### src/rtl/uart_rx_fifo_if.sv
// Receive-side bus between the UART receiver FIFO and its consumer (CPU IOT).
//   rx_read    : consumer -> receiver, one-clk pop of the head entry
//   rx_rdy     : receiver -> consumer, FIFO not empty
//   rx_data    : head entry data, LSB = first received bit
//   rx_perr    : head entry parity error
//   rx_ferr    : head entry framing error
//   rx_brk     : head entry is a break
//   rx_overrun : sticky, a frame was dropped because the FIFO was full
//   rx_count   : number of entries held
interface uart_rx_fifo_if #(
  parameter int DATA_BITS = 8,
  parameter int DEPTH     = 4
);
  logic                         rx_read;
  logic                         rx_rdy;
  logic [DATA_BITS-1:0]         rx_data;
  logic                         rx_perr;
  logic                         rx_ferr;
  logic                         rx_brk;
  logic                         rx_overrun;
  logic [$clog2(DEPTH+1)-1:0]   rx_count;

  modport master (
    input  rx_read,
    output rx_rdy, rx_data, rx_perr, rx_ferr, rx_brk, rx_overrun, rx_count
  );

  modport slave (
    output rx_read,
    input  rx_rdy, rx_data, rx_perr, rx_ferr, rx_brk, rx_overrun, rx_count
  );
endinterface

### src/rtl/uart_rx_fifo.sv
// Parametrised UART receiver with 2-flop input synchroniser, 3-sample
// majority voting, false-start rejection, break detection and a
// first-word-fall-through receive FIFO with sticky overrun.
//   clk     : system clock
//   rst     : synchronous active-high reset
//   os_tick : one-clk enable at OVERSAMPLE x baud; rx is only sampled here
//   rx      : asynchronous serial input, idle high
//   bus     : FIFO read side (uart_rx_fifo_if.master)
module uart_rx_fifo #(
  parameter int DATA_BITS  = 8,
  parameter int PARITY     = 0,
  parameter int STOP_BITS  = 1,
  parameter int OVERSAMPLE = 16,
  parameter int DEPTH      = 4
) (
  input  logic           clk,
  input  logic           rst,
  input  logic           os_tick,
  input  logic           rx,
  uart_rx_fifo_if.master bus
);

  localparam int CW = $clog2(OVERSAMPLE);
  localparam int AW = $clog2(DEPTH);
  localparam int NW = $clog2(DEPTH + 1);
  localparam int BW = $clog2(DATA_BITS + 1);
  localparam int EW = DATA_BITS + 3;

  localparam logic [CW-1:0] CNT_S0   = CW'(OVERSAMPLE / 2 - 1);
  localparam logic [CW-1:0] CNT_S1   = CW'(OVERSAMPLE / 2);
  localparam logic [CW-1:0] CNT_DEC  = CW'(OVERSAMPLE / 2 + 1);
  localparam logic [CW-1:0] CNT_LAST = CW'(OVERSAMPLE - 1);
  localparam logic [BW-1:0] BIT_LAST = BW'(DATA_BITS - 1);
  localparam logic          STOP_LAST = (STOP_BITS == 2);

  typedef enum logic [2:0] {S_IDLE, S_START, S_DATA, S_PARITY, S_STOP} state_t;

  function automatic logic maj3(input logic a, input logic b, input logic c);
    return (a & b) | (a & c) | (b & c);
  endfunction

  state_t               state_q, state_d;
  logic [1:0]           sync_q;
  logic [CW-1:0]        cnt_q, cnt_d;
  logic [BW-1:0]        bit_q, bit_d;
  logic                 stop_q, stop_d;
  logic [1:0]           smp_q, smp_d;
  logic [DATA_BITS-1:0] shr_q, shr_d;
  logic                 par_q, par_d;
  logic                 perr_q, perr_d;
  logic                 ferr_q, ferr_d;
  logic                 push;
  logic                 rs, maj, tick_dec, tick_end, ferr_now, brk_now;
  logic [EW-1:0]        entry;

  logic [EW-1:0]        mem_q [DEPTH];
  logic [AW-1:0]        wr_q, rd_q;
  logic [NW-1:0]        count_q;
  logic                 ovr_q;
  logic                 full, empty, pop, wr_en;
  logic [EW-1:0]        head;

  // Synchronised line and per-bit decision
  assign rs       = sync_q[1];
  assign maj      = maj3(smp_q[0], smp_q[1], rs);
  assign tick_dec = os_tick && (cnt_q == CNT_DEC);
  assign tick_end = os_tick && (cnt_q == CNT_LAST);
  assign ferr_now = ferr_q | ~maj;
  // Break: framing error with every data and parity bit low
  assign brk_now  = ferr_now && (shr_q == '0) && ((PARITY == 0) || !par_q);
  assign entry    = {brk_now, ferr_now, perr_q, shr_q};

  always_comb begin
    state_d = state_q;
    cnt_d   = cnt_q;
    bit_d   = bit_q;
    stop_d  = stop_q;
    smp_d   = smp_q;
    shr_d   = shr_q;
    par_d   = par_q;
    perr_d  = perr_q;
    ferr_d  = ferr_q;
    push    = 1'b0;

    if (os_tick && state_q != S_IDLE) begin
      cnt_d = tick_end ? '0 : cnt_q + CW'(1);
      if (cnt_q == CNT_S0) smp_d[0] = rs;
      if (cnt_q == CNT_S1) smp_d[1] = rs;
    end

    case (state_q)
      S_IDLE: begin
        cnt_d = '0;
        if (os_tick && !rs) begin
          state_d = S_START;
          bit_d   = '0;
          stop_d  = 1'b0;
          par_d   = 1'b0;
          perr_d  = 1'b0;
          ferr_d  = 1'b0;
        end
      end
      S_START: begin
        if (tick_dec && maj) begin
          state_d = S_IDLE;
          cnt_d   = '0;
        end else if (tick_end) begin
          state_d = S_DATA;
        end
      end
      S_DATA: begin
        if (tick_dec) shr_d = {maj, shr_q[DATA_BITS-1:1]};
        if (tick_end) begin
          if (bit_q == BIT_LAST) begin
            bit_d   = '0;
            state_d = (PARITY != 0) ? S_PARITY : S_STOP;
          end else begin
            bit_d = bit_q + BW'(1);
          end
        end
      end
      S_PARITY: begin
        if (tick_dec) begin
          par_d  = maj;
          perr_d = (PARITY == 1) ? ~(^shr_q ^ maj) : (^shr_q ^ maj);
        end
        if (tick_end) state_d = S_STOP;
      end
      S_STOP: begin
        if (tick_dec) begin
          ferr_d = ferr_now;
          // Leave on the last stop decision so a short stop bit still resyncs
          if (stop_q == STOP_LAST) begin
            push    = 1'b1;
            state_d = S_IDLE;
            cnt_d   = '0;
          end
        end else if (tick_end) begin
          stop_d = 1'b1;
        end
      end
      default: state_d = S_IDLE;
    endcase
  end

  always_ff @(posedge clk) begin
    if (rst) begin
      state_q <= S_IDLE;
      sync_q  <= 2'b11;
      cnt_q   <= '0;
      bit_q   <= '0;
      stop_q  <= 1'b0;
    end else begin
      state_q <= state_d;
      sync_q  <= {sync_q[0], rx};
      cnt_q   <= cnt_d;
      bit_q   <= bit_d;
      stop_q  <= stop_d;
    end
  end

  always_ff @(posedge clk) begin
    smp_q  <= smp_d;
    shr_q  <= shr_d;
    par_q  <= par_d;
    perr_q <= perr_d;
    ferr_q <= ferr_d;
  end

  // Receive FIFO (first word fall through)
  assign full  = (count_q == NW'(DEPTH));
  assign empty = (count_q == '0);
  assign pop   = bus.rx_read && !empty;
  assign wr_en = push && (!full || pop);

  always_ff @(posedge clk) begin
    if (wr_en) mem_q[wr_q] <= entry;
  end

  always_ff @(posedge clk) begin
    if (rst) begin
      wr_q    <= '0;
      rd_q    <= '0;
      count_q <= '0;
      ovr_q   <= 1'b0;
    end else begin
      if (wr_en) wr_q <= wr_q + AW'(1);
      if (pop)   rd_q <= rd_q + AW'(1);
      case ({wr_en, pop})
        2'b10:   count_q <= count_q + NW'(1);
        2'b01:   count_q <= count_q - NW'(1);
        default: count_q <= count_q;
      endcase
      // A drop in the same cycle as a read keeps the flag set
      if (push && full && !pop) ovr_q <= 1'b1;
      else if (bus.rx_read)     ovr_q <= 1'b0;
    end
  end

  assign head           = mem_q[rd_q];
  assign bus.rx_rdy     = !empty;
  assign bus.rx_data    = empty ? '0 : head[DATA_BITS-1:0];
  assign bus.rx_perr    = !empty && head[DATA_BITS];
  assign bus.rx_ferr    = !empty && head[DATA_BITS+1];
  assign bus.rx_brk     = !empty && head[DATA_BITS+2];
  assign bus.rx_overrun = ovr_q;
  assign bus.rx_count   = count_q;

endmodule
### src/flat_wrapper.sv
// flat-port wrapper written by rule: the top's interface ports become plain ports
module uart_rx_fifo_flat 
#(
  parameter int DATA_BITS  = 8,
  parameter int PARITY     = 0,
  parameter int STOP_BITS  = 1,
  parameter int OVERSAMPLE = 16,
  parameter int DEPTH      = 4
)
  (clk, rst, os_tick, rx, bus_rx_read, bus_rx_rdy, bus_rx_data, bus_rx_perr, bus_rx_ferr, bus_rx_brk, bus_rx_overrun, bus_rx_count);
  uart_rx_fifo_if #(.DATA_BITS(DATA_BITS), .DEPTH(DEPTH)) bus_i ();
  input  logic clk;
  input  logic rst;
  input  logic os_tick;
  input  logic rx;
  input wire logic [$bits(bus_i.rx_read)-1:0] bus_rx_read;
  output wire logic [$bits(bus_i.rx_rdy)-1:0] bus_rx_rdy;
  output wire logic [$bits(bus_i.rx_data)-1:0] bus_rx_data;
  output wire logic [$bits(bus_i.rx_perr)-1:0] bus_rx_perr;
  output wire logic [$bits(bus_i.rx_ferr)-1:0] bus_rx_ferr;
  output wire logic [$bits(bus_i.rx_brk)-1:0] bus_rx_brk;
  output wire logic [$bits(bus_i.rx_overrun)-1:0] bus_rx_overrun;
  output wire logic [$bits(bus_i.rx_count)-1:0] bus_rx_count;
  assign bus_i.rx_read = bus_rx_read;
  assign bus_rx_rdy = bus_i.rx_rdy;
  assign bus_rx_data = bus_i.rx_data;
  assign bus_rx_perr = bus_i.rx_perr;
  assign bus_rx_ferr = bus_i.rx_ferr;
  assign bus_rx_brk = bus_i.rx_brk;
  assign bus_rx_overrun = bus_i.rx_overrun;
  assign bus_rx_count = bus_i.rx_count;
  uart_rx_fifo #(.DATA_BITS(DATA_BITS), .PARITY(PARITY), .STOP_BITS(STOP_BITS), .OVERSAMPLE(OVERSAMPLE), .DEPTH(DEPTH)) u_core (.clk(clk), .rst(rst), .os_tick(os_tick), .rx(rx), .bus(bus_i));
endmodule
### config.mk
export PLATFORM = sky130hd
export DESIGN_NAME = uart_rx_fifo_flat
export DESIGN_NICKNAME = d
export VERILOG_FILES = /design/src/rtl/uart_rx_fifo_if.sv /design/src/rtl/uart_rx_fifo.sv /design/src/flat_wrapper.sv
export SDC_FILE = /design/constraint.sdc
export NUM_CORES = 1
export LEC_CHECK = 0
export BUFFER_PORTS_ARGS = -buffer_cell sky130_fd_sc_hd__buf_4
export CAP_MARGIN = 30
export CORE_MARGIN = 1.5
export CORE_UTILIZATION = 45
export DETAILED_ROUTE_END_ITERATION = 6
export SLEW_MARGIN = 10
export SYNTH_ARGS = -nofsm -noshare
export SYNTH_HDL_FRONTEND = slang
export SYNTH_SLANG_ARGS = --single-unit
### constraint.sdc
create_clock -name clk -period 2.24 [get_ports clk]
set_input_delay 0.336 -clock clk [delete_from_list [all_inputs] [get_ports clk]]
set_output_delay 0.336 -clock clk [all_outputs]
set_load 0.02 [all_outputs]
==> implementation parameters <==
Parameter                              Value

Run status
  Status    completed

Routing
  Via density per instance    5.01
  Routed WL per cell    14.1 microns
  Detailed-router iteration count before antenna repair    4
  Number of vias in the routed layout    2045
  Post-detailed-routing wire length    5.74 mm
  Residual DRC count    0
  Iteration-0 DRC count of the detailed router    68
  Antenna-violating nets left    0

Placement
  Final HPWL from detailed placement    4.13 mm
  Port Buf Inserts    20
  Instance count after placement with tap cells included    389
  Area post-placement    0.00388 sq mm
  Pre-CTS setup slack    64.0 ps
  Last weighted congestion value of the routability-driven placer    0.778

Final layout
  Post-route design area    0.00413 sq mm
  FF/Latch Area    0.00217 sq mm
  Fill count    620
  Final net count    323
  Fraction of layout instances using a drive strength above 1    28.8%
  Final Util    56.1%
  Area overhead of the layout relative to synthesis    18.8%
  Ant diodes    0
  Combined area of the multi-input logic cells    0.00122 sq mm
  Fin cells    408

Min path
  Kind of path behind the tightest hold check    primary input to flop

Synth
  Syn_area_per_cell    13.5 sq um
  Flops & latches, synth    80
  Part of the Yosys area used for sequential elements    62.1%
  Ys Warns    0
  Net count after synthesis    277
  Syn Std Cell Area    0.00348 sq mm
  Count of mapped cells out of synthesis    258
  Number of unique standard cell types used by synthesis    42

Critical path
  Worst Path Class, Setup    flop to flop
  Arrival time of data at the critical path endpoint    2460 ps
  Kind of launch point of the worst setup path    flop
  Worst path required time    2530 ps
  Max stage delay on crit path    350 ps
  Library cell contributing the largest single delay on the critical path    nor4_4
  Kind of end point of the critical path    flop
  Critical path, cell by cell    inv_2 -> ha_4 -> nand4b_1 -> nor4_4 -> inv_2 -> ha_4 -> inv_2 -> fa_2 -> xor2_1 -> or3_1 -> a21oi_1
  WP buf/inv    3
  Most used cell, CP    inv_2
  Critical-path maximum fanout    4
  Crit-path leading delay family    simple AND/OR/NAND/NOR gates

Clocking
  Clk Latency, worst-skew pair    350 ps
  Master cell of the clock root buffer    clkbuf_8
  Maximum buffer depth of the clock tree    2
  Number of buffers inserted for hold repair after clock tree synthesis    0
  # H-tree levels    3
  CTS buffer count    9
  Reg clk slew, reported paths    80 ps
  CTS tree    built
  Number of sinks on the clock net    80

Timing
  Maximum achievable frequency    0.460 GHz
  Final number of max-transition violations    0
  Min Clock Period, post-route    2170 ps
  Worst max-slew margin expressed relative to the limit    68.0%
  Worst Tran Pin Value    476 ps
  TNS Setup    0 ps
  Tightest hold margin    170 ps
  Setup repair after global routing missed its margin    yes
  Share of the clock period used by the worst path after layout    97.0%
  Worst Setup Slack, final    67.9 ps
  Final setup violation count    0
  Final count of hold timing violations    0
  Largest clock skew in the final design    7.07 ps

GRT
  First-pass GRT wire length    9.84 mm
  Total grt overflow    0
  Pin count of the biggest net entering global routing    21
  Antenna violations before repair    0
  All-layer global routing usage    15.5%
  Number of global-route vias before repair    2073

Floorplan
  Starting density of the core    47.2%
  Number of top-level pins    21
  Total die area    0.00827 sq mm
  Vertical extent of the die    90.9 microns
  Die span in x    90.9 microns
  Core area    0.00737 sq mm
  Rows    31

Run
  Number of maximum-capacitance constraint violations    0

Power and ir drop
  Maximum resistive drop on vdd    0.000239 V
  Final Power    2.67 mW
  Leakage Power    1.45 nW
  Power Density    645 mW/mm^2
where the power goes:
group | internal [mW] | switching [mW] | leakage (nW)
sequential | 1.56 | 0.00180 | 0.666
combinational | 0.0125 | 0.0178 | 0.684
clock | 0.528 | 0.541 | 0.102
cell type report:
type	count	area share [%]
Timing Repair Buffer	43	8.11
Inverter	23	2.09
Sequential cell	80	52.4
Multi-Input combinational cell	147	29.5
Clock inverter	7	1.94
Tap cell	99	3.00
Clock buffer	9	3.00
placed cells by master, fill, tap and decap left out, types with 4 or more instances in the layout:
cell,count
clkbuf_8,9
buf_4,42
nor3_1,4
a21oi_1,12
ha_1,11
dfxtp_1,21
edfxtp_1,56
and2_1,16
nor2_1,26
o21ai_0,5
inv_1,20
nand3_1,4
nand2_1,8
mux4_2,11
xnor2_1,7
nand4_1,4
Yosys cell counts (all sizes together):
master	number	area, sq um
edfxtp	56	1680
nor2	26	97.6
dfxtp	24	480
inv	23	86.3
and2	16	100
ha	13	163
a21oi	12	60.1
mux4	11	248
nand2	8	30.0
xnor2	7	61.3
buf	5	37.5
o21ai	5	25.0
nand3	4	20.0
nand4	4	25.0
nor3	4	20.0
or3b	4	35.0
clkbuf	3	11.3
or2	3	18.8
or3	3	18.8
xor2	3	26.3
a31oi	2	12.5
mux2i	2	20.0
nor2b	2	12.5
or4b	2	20.0
a21o	1	7.51
a32oi	1	8.76
and2b	1	8.76
and4	1	8.76
fa	1	20.0
maj3	1	10.0
nand2b	1	6.26
nand3b	1	7.51
nand4b	1	8.76
nor4	1	21.3
nor4b	1	8.76
o22a	1	8.76
o22ai	1	6.26
o2bb2a	1	20.0
o311a	1	10.0
o31ai	1	7.51
routing by layer:
metal / share of wire (%) / up-vias / track usage (%)
li1: - / 1019 / -
met2: 52 / 29 / 26.4
met3: 2.5 / 13 / 3.60
met4: 2.0 / 0 / 8.07
met1: 44 / 984 / 18.1
met5: 0 / - / 0
flip-flops by register name, indices dropped and copies added (netlist names), 3 cells and up, named ones only:
signal and count:
u_core.cnt_q 4, u_core.bus.rx_count 3, u_core.state_q 3, u_core.bit_q 4, u_core.shr_q 8, u_core.mem_q 44
path summary, 6_finish.rpt:
kind,startpoint,to,slack (ps),depth (start not counted)
max,u_core.cnt_q[1],u_core.bus.rx_count[2],70,11
min,rx,u_core.sync_q[0],170,2
max reg2reg,u_core.cnt_q[1],u_core.bus.rx_count[2],70,11
min reg2reg,u_core.sync_q[0],u_core.sync_q[1],420,1
cell families (layout without fill, tap and decap cells):
| group | after synthesis | after routing | synth area share, % |
|---|---|---|---|
| AND/OR/NAND/NOR | 83 | 83 | 13.4 |
| flip-flops | 80 | 80 | 62.1 |
| buffers and inverters | 31 | 82 | 3.88 |
| AO/OA/AOI/OAI | 26 | 26 | 4.78 |
| adder cells (fa/ha/maj) | 15 | 15 | 5.54 |
| multiplexers | 13 | 13 | 7.70 |
| XOR/XNOR | 10 | 10 | 2.52 |
timing repair:
action / 4_1_cts / 5_1_grt
setup buffers: 0 / 3
gates resized for setup: 0 / 7
endpoints found under the setup margin: 0 / 2
Note: power is estimated with default switching activity, not from simulation.
